<file path="config.mk">
export PLATFORM = sky130hd
export DESIGN_NAME = note_scheduler
export DESIGN_NICKNAME = d
export VERILOG_FILES = /design/src/rtl/note_scheduler.sv
export SDC_FILE = /design/constraint.sdc
export NUM_CORES = 1
export LEC_CHECK = 0
export ABC_CLOCK_PERIOD_IN_PS = 4000
export BUFFER_PORTS_ARGS = -buffer_cell sky130_fd_sc_hd__buf_2
export CORE_ASPECT_RATIO = 0.9
export CORE_MARGIN = 3
export CORE_UTILIZATION = 55
export CTS_CLUSTER_DIAMETER = 120
export DETAILED_ROUTE_END_ITERATION = 10
export PLACE_DENSITY = 0.76
export SLEW_MARGIN = 10
export SYNTH_ARGS = -nofsm -noshare
export SYNTH_HDL_FRONTEND = slang
export SYNTH_SLANG_ARGS = --single-unit
</file>
<file path="constraint.sdc">
create_clock -name clk -period 4 [get_ports clk]
set_clock_uncertainty 0.1 [all_clocks]
set_input_delay 0.6 -clock clk [delete_from_list [all_inputs] [get_ports clk]]
set_output_delay 0.6 -clock clk [all_outputs]
set_load 0.05 [all_outputs]
</file>
<file path="src/rtl/note_scheduler.sv">
// note_scheduler: serializes a multi-hot batch of 30 notes into one-hot codes, lowest bit first.
// Optional feature macro NOTE_SCHED_MERGE_EN: loads during ISSUE merge into the pending set.
module note_scheduler (
  input  logic        clk,
  input  logic        reset,
  input  logic [29:0] note_bits,
  input  logic        note_valid,
  output logic [31:0] note_out,
  output logic        out_valid,
  input  logic        out_ready,
  output logic        busy,
  output logic        done,
  output logic [4:0]  issued_cnt,
  output logic        overflow
);

  localparam logic [4:0] CNT_MAX = 5'd30;

  typedef enum logic [1:0] {
    IDLE  = 2'd0,
    ISSUE = 2'd1,
    DONE  = 2'd2
  } state_t;

  state_t      state_r;
  state_t      state_s;
  logic [29:0] pending_r;
  logic [29:0] pending_s;
  logic [29:0] low_bit_s;
  logic [29:0] hs_bit_s;
  logic [29:0] remain_s;
  logic [29:0] next_low_s;
  logic [4:0]  cnt_s;
  logic        ovf_s;

  // Next-state and next-register computation for the issue sequencer.
  always_comb begin
    state_s    = state_r;
    pending_s  = pending_r;
    cnt_s      = issued_cnt;
    ovf_s      = overflow;
    low_bit_s  = pending_r & (~pending_r + 30'd1);
    hs_bit_s   = 30'd0;
    remain_s   = pending_r;
    case (state_r)
      IDLE, DONE: begin
        if (note_valid) begin
          pending_s = note_bits;
          cnt_s     = 5'd0;
          ovf_s     = 1'b0;
          state_s   = (note_bits != 30'd0) ? ISSUE : DONE;
        end else begin
          state_s   = IDLE;
        end
      end
      ISSUE: begin
        if (out_ready) begin
          hs_bit_s = low_bit_s;
          cnt_s    = (issued_cnt >= CNT_MAX) ? CNT_MAX : issued_cnt + 5'd1;
        end else begin
          hs_bit_s = 30'd0;
        end
        remain_s = pending_r & ~hs_bit_s;
`ifdef NOTE_SCHED_MERGE_EN
        // OR after the clear so a freshly loaded bit survives a same-cycle handshake.
        if (note_valid) begin
          remain_s = remain_s | note_bits;
        end else begin
          remain_s = remain_s;
        end
`else
        if (note_valid) begin
          ovf_s = 1'b1;
        end else begin
          ovf_s = overflow;
        end
`endif
        pending_s = remain_s;
        state_s   = (remain_s == 30'd0) ? DONE : ISSUE;
      end
      default: begin
        state_s   = IDLE;
        pending_s = 30'd0;
      end
    endcase
    next_low_s = pending_s & (~pending_s + 30'd1);
  end

  // State, pending set and registered outputs.
  always_ff @(posedge clk or posedge reset) begin
    if (reset) begin
      state_r    <= IDLE;
      pending_r  <= 30'd0;
      issued_cnt <= 5'd0;
      overflow   <= 1'b0;
      note_out   <= 32'd0;
      out_valid  <= 1'b0;
      busy       <= 1'b0;
      done       <= 1'b0;
    end else begin
      state_r    <= state_s;
      pending_r  <= pending_s;
      issued_cnt <= cnt_s;
      overflow   <= ovf_s;
      note_out   <= (state_s == ISSUE) ? {2'b00, next_low_s} : 32'd0;
      out_valid  <= (state_s == ISSUE);
      busy       <= (state_s == ISSUE);
      done       <= (state_s == DONE);
    end
  end

endmodule
</file>
; After elaboration in Yosys (flattened, before gate mapping)
; Index checks and enable logic that the tools add are counted.
[word_totals]
reg_bits = 70
latch_bits = 0
mem_bits_rw = 0
mem_bits_ro = 0
out_inout_bits = 41
wordCells = 47
memories = 0
[op_classes]
add_sub_neg = 3
mul = 0
n_div = 0
magnitude_cmp = 1
eq_ne = 7
shifts = 0
muxes = 16
n_bitwise = 6
n_reduce_logical = 7
[ops]
columns = cell, count
row1 = 2-to-1 mux 30 bit, 4
row2 = bitwise AND 30 bit, 3
row3 = NOT 30 bit, 3
row4 = "adder 30 x 1 -> 30 bit, second input constant", 2
row5 = one-hot mux 30 bit (2 select lines), 1
row6 = zero test 30 bit, 1
row7 = nonzero test 30 bit, 1
row8 = 2-to-1 mux 5 bit, 3
row9 = one-hot mux 5 bit (2 select lines), 1
row10 = 2-to-1 mux 2 bit, 3
row11 = "inequality test 2 bit, second input constant", 3
row12 = AND reduction 3 bit, 2
row13 = "adder 5 x 1 -> 5 bit, second input constant", 1
row14 = ">= comparator 5 bit, second input constant", 1
row15 = "== test 2 x 1 -> 1 bit, second input constant", 2
row16 = "== test 2 bit, second input constant", 2
row17 = one-hot mux 2 bit (2 select lines), 1
row18 = zero test 2 bit, 1
row19 = 2-to-1 mux 1 bit, 2
row20 = one-hot mux 1 bit (2 select lines), 1
row21 = nonzero test 2 bit, 1
row22 = OR reduction 2 bit, 1

; Depth between registers and ports, before layout
[logic_depth]
depth_word = 12
ltp_mapped = 11

; Worst setup path after synthesis
; No wires, ideal clock.
[synth_path]
kind = input to register
startpoint = input note_valid
endpoint = register note_out[23]
setup_ns = 0.101
arrival_time_ns = 3.432
required_time_ns = 3.799
setup_slack_ns = 0.367
stages = 11
cell_sequence = clkbuf_1 > clkbuf_1 > buf_2 > buf_1 > mux2i_1 > o32ai_1 > a31oi_1 > nand2_1 > nor2_1 > nand2_1 > nor4_1
[synth_between]
elab_chain_cells = 6
elab_cells_between_ends = 9
classes_between = add/sub: 1 / eq/ne: 1 / mux: 5 / bitwise: 2
[synth_rtl]
columns = element, line_no
row1 = from (decl), 7  ; input logic note_valid,
row2 = 2-to-1 mux 30 bit, 47  ; if (note_valid) begin
row3 = one-hot mux 30 bit (2 select lines), 45  ; case (state_r)
row4 = NOT 30 bit, 86  ; next_low_s = pending_s & (~pending_s + 30'd1);
row5 = adder 30 x 1 -> 30 bit, 86
row6 = bitwise AND 30 bit, 86
row7 = 2-to-1 mux 30 bit *, 105  ; note_out <= (state_s == ISSUE) ? {2'b00, next_low_s} : 32'd0;
row8 = to (signal assigned), 105
row9 = to (decl), 8  ; output logic [31:0] note_out,
; Every way passes the cells marked *; elsewhere a longest branch is shown, timed or not.
; A chain may end at the register's enable or synchronous reset.

; Worst setup path in the final report
[layout_path]
startpoint = register pending_r[0]
endpoint = register note_out[23]
[layout_between]
elab_chain_cells = 12
elab_cells_between_ends = 17
classes_between = add/sub: 2 / eq/ne: 1 / mux: 7 / bitwise: 6 / reduce/logical: 1
[layout_rtl]
columns = element, line_no
row1 = from (decl), 27  ; logic [29:0] pending_r;
row2 = from (signal assigned), 102  ; pending_r <= pending_s;
row3 = NOT 30 bit, 42  ; low_bit_s = pending_r & (~pending_r + 30'd1);
row4 = adder 30 x 1 -> 30 bit, 42
row5 = bitwise AND 30 bit, 42
row6 = 2-to-1 mux 30 bit, 57  ; if (out_ready) begin
row7 = 2-to-1 mux 30 bit, 45
row8 = NOT 30 bit, 63  ; remain_s = pending_r & ~hs_bit_s;
row9 = bitwise AND 30 bit, 63
row10 = one-hot mux 30 bit (2 select lines) or zero test 30 bit (tied branches), "45, 79"
row11 = NOT 30 bit or 2-to-1 mux 2 bit (tied branches), "86, 79"
row12 = adder 30 x 1 -> 30 bit or one-hot mux 2 bit (2 select lines) (tied branches), "86, 45"
row13 = bitwise AND 30 bit or == test 2 x 1 -> 1 bit (tied branches), "86, 105"
row14 = 2-to-1 mux 30 bit *, 105
; Every way passes the cells marked *; elsewhere a longest branch is shown, timed or not. The select of a mux whose other input is x is not followed.

==> out/qor.yml <==
finish.utilization_pct: 68.0
drc: 0
status: "finished, final reports clean"
num_rows: 28
io_buffers: 72
dpl_worst_slack_ps: 250
path_class: "reg2reg"
detailed_place_hpwl_mm: 8.02
design.portCount: 75
netlist_area_um2: 3930
synth_ff_type: "dfrtp_1"
period_minus_slack_ps: 3610
path_buf_inv: 0
clockBufferDepth: 2
grt_usage_pct: 27.4
wl_per_cell_um: 18.6
max_freq_mhz: 277
syn_inst: 411
fin_nets: 519
leakage_nw: 2.17
seq_area_frac_synth_pct: 44.6
grt_max_degree: 35
worst_pin_slew_ps: 730
yosysTopAreaCellShare_pct: 44.6
numCtsBuffers: 9
grt_first_pass_wirelength_mm: 17.1
finalSetupViolCount: 0
ys_seq_elements: 70
synthTopCellsByArea: "dfrtp_1 (45%), mux2i_1 (7.6%), nor4_1 (4.5%)"
slew_headroom_pct: 51.1
antenna_cells: 0
routed_wl_mm: 10.8
htreeDepth: 3
start_kind: "flip-flop"
place_congestion: 1.01
worstHoldPathType: "in2async"
finalMaxSlewViolations: 0
synth_top_area_cell: "dfrtp_1"
placedInstanceArea_um2: 4390
synth_commonest_cells: "dfrtp_1 (70), nor2_1 (35), mux2i_1 (30), nor4_1 (28)"
cts_setup_buffers: 0
grt_pass1_vias: 3318
post-route-period-util_pct: 90.4
p_total_w: 0.00383
die_area_um2: 8200
clk_pin_slew_ps: 70
rsz0062_at_grt: "no"
hold_viol: 0
worstSkewPairLatency_ps: 340
worstPathMaxFanout: 14
final_area_um2: 4600
vias: 3650
crit_required_ps: 4140
die_h_um: 86.2
cp_slowest_cell: "or3_1"
die_x_um: 95.1
cts_tree: "done"
ctsResizeCount: 0
p_per_area_nw_per_um2: 833
maxCapViolCount: 0
slowest_delay_ps: 600
dr.pass1.iters: 5
crit_path_cell_trace: "or4b_4, o41ai_1, o22a_1, nand4_2, or4_4, or3_1, nor4_1"
overflow: 0
yosysUniqueCellTypes: 61
cts.sinks: 70
fin_tns_setup_ps: 0
core-area_um2: 6760
vias_per_cell: 6.31
vdd_drop_max_mv: 0.624
avgSynthCellArea_um2: 9.56
start_util_pct: 58.1
fillerInstances: 563
yosysWarnings: 0
synth-edff-count: 0
antenna_found_initial: 0
arrival_ps: 3760
drive_gt1_share_pct: 24.6
postCtsHoldBufs: 0
critPathCaptureType: "flip-flop"
fin_ws_ps: 386
drt_first_iter_violations: 325
synthMostInstantiatedCell: "dfrtp_1"
root_buffer: "clkbuf_8"
area_growth_pct: 16.9
synthArstFlopShare_pct: 100
ant_nets: 0
crit_family: "simple AND/OR/NAND/NOR gates"
-- cells by family after synthesis --
family,after synthesis,synth area share (%)
other,1,0.0954
AOI/OAI and AO/OA,78,14.3
and+or+nand+nor,175,26.5
buffers and inverters,54,5.99
muxes,30,7.64
adders and majority gates,3,0.891
DFF,70,44.6
-- state kept, by name, indices dropped and copies added, names as in the netlist --
register and cells:
note_out 30, issued_cnt 5, done 1, busy 1, overflow 1, state_r 2
pending_r 30
-- cells in the final DEF, fill, tap and decap left out, types with 3 or more instances in the layout --
cell	n
buf_2	72
dfrtp_1	70
nor2_1	35
mux2i_1	30
nor4_1	28
nand2_1	25
inv_1	24
nor3_1	17
o21ai_0	16
buf_4	15
clkbuf_8	11
nand4_1	10
o22ai_1	9
nand3_1	9
a31oi_1	9
a21oi_1	7
or3_1	6
nor2b_1	6
nand4b_1	5
o32ai_1	5
nor4_2	4
or4_1	4
nor3b_1	4
nand2b_1	3
o31ai_1	3
o211ai_1	3
o41ai_1	3
nand3b_1	3
a31o_2	3
a22o_1	3
and4_1	3
inv_2	3
-- final cells by class --
type | count | area, um2 | share of cell area, %
clock inverter | 3 | 42.5 | 0.926
tap | 90 | 113 | 2.45
clock buffer | 13 | 159 | 3.46
multi-input combinational | 288 | 1960 | 42.6
sequential | 70 | 1750 | 38.1
timing repair buffer | 87 | 473 | 10.3
inverter | 27 | 101 | 2.21
-- final timing paths --
check / cells past startpoint / slack (ps) / to / from
max in group asynchronous: 3 / 2780 / note_out[6]$_DFF_PP0_ / reset
max: 7 / 390 / note_out[23]$_DFF_PP0_ / pending_r[0]$_DFF_PP0_
max reg2reg: 7 / 390 / note_out[23]$_DFF_PP0_ / pending_r[0]$_DFF_PP0_
min: 2 / 270 / issued_cnt[2]$_DFFE_PP0P_ / reset
min in group clk: 2 / 400 / overflow$_DFFE_PP0P_ / overflow$_DFFE_PP0P_
min reg2reg: 2 / 400 / overflow$_DFFE_PP0P_ / overflow$_DFFE_PP0P_
-- power by group --
| group | switching (W) | leakage (nW) | total [W] | internal, W |
|---|---|---|---|---|
| combinational | 0.00139 | 1.15 | 0.00206 | 0.000672 |
| clock | 0.000258 | 0.0996 | 0.000580 | 0.000322 |
| sequential | 0.000272 | 0.922 | 0.00119 | 0.000918 |
| total | 0.00192 | 2.17 | 0.00383 | 0.00191 |
-- routing by layer --
layer | GRT usage, % | wire (um) | vias to the layer above
met2 | 40.4 | 4780 | 201
met1 | 39.3 | 4790 | 1729
li1 | - | - | 1694
met5 | 0 | 0 | -
met4 | 9.04 | 223 | 0
met3 | 7.20 | 966 | 26
-- stage by stage --
step / hold WS, ps / instances
after detailed placement: 387 / 562
after global placement: 382 / 562
after global routing: 335 / 578
after CTS: 295 / 578
after floorplan: 453 / 412
final: 267 / 578
Power figures use the tool's default switching activity.
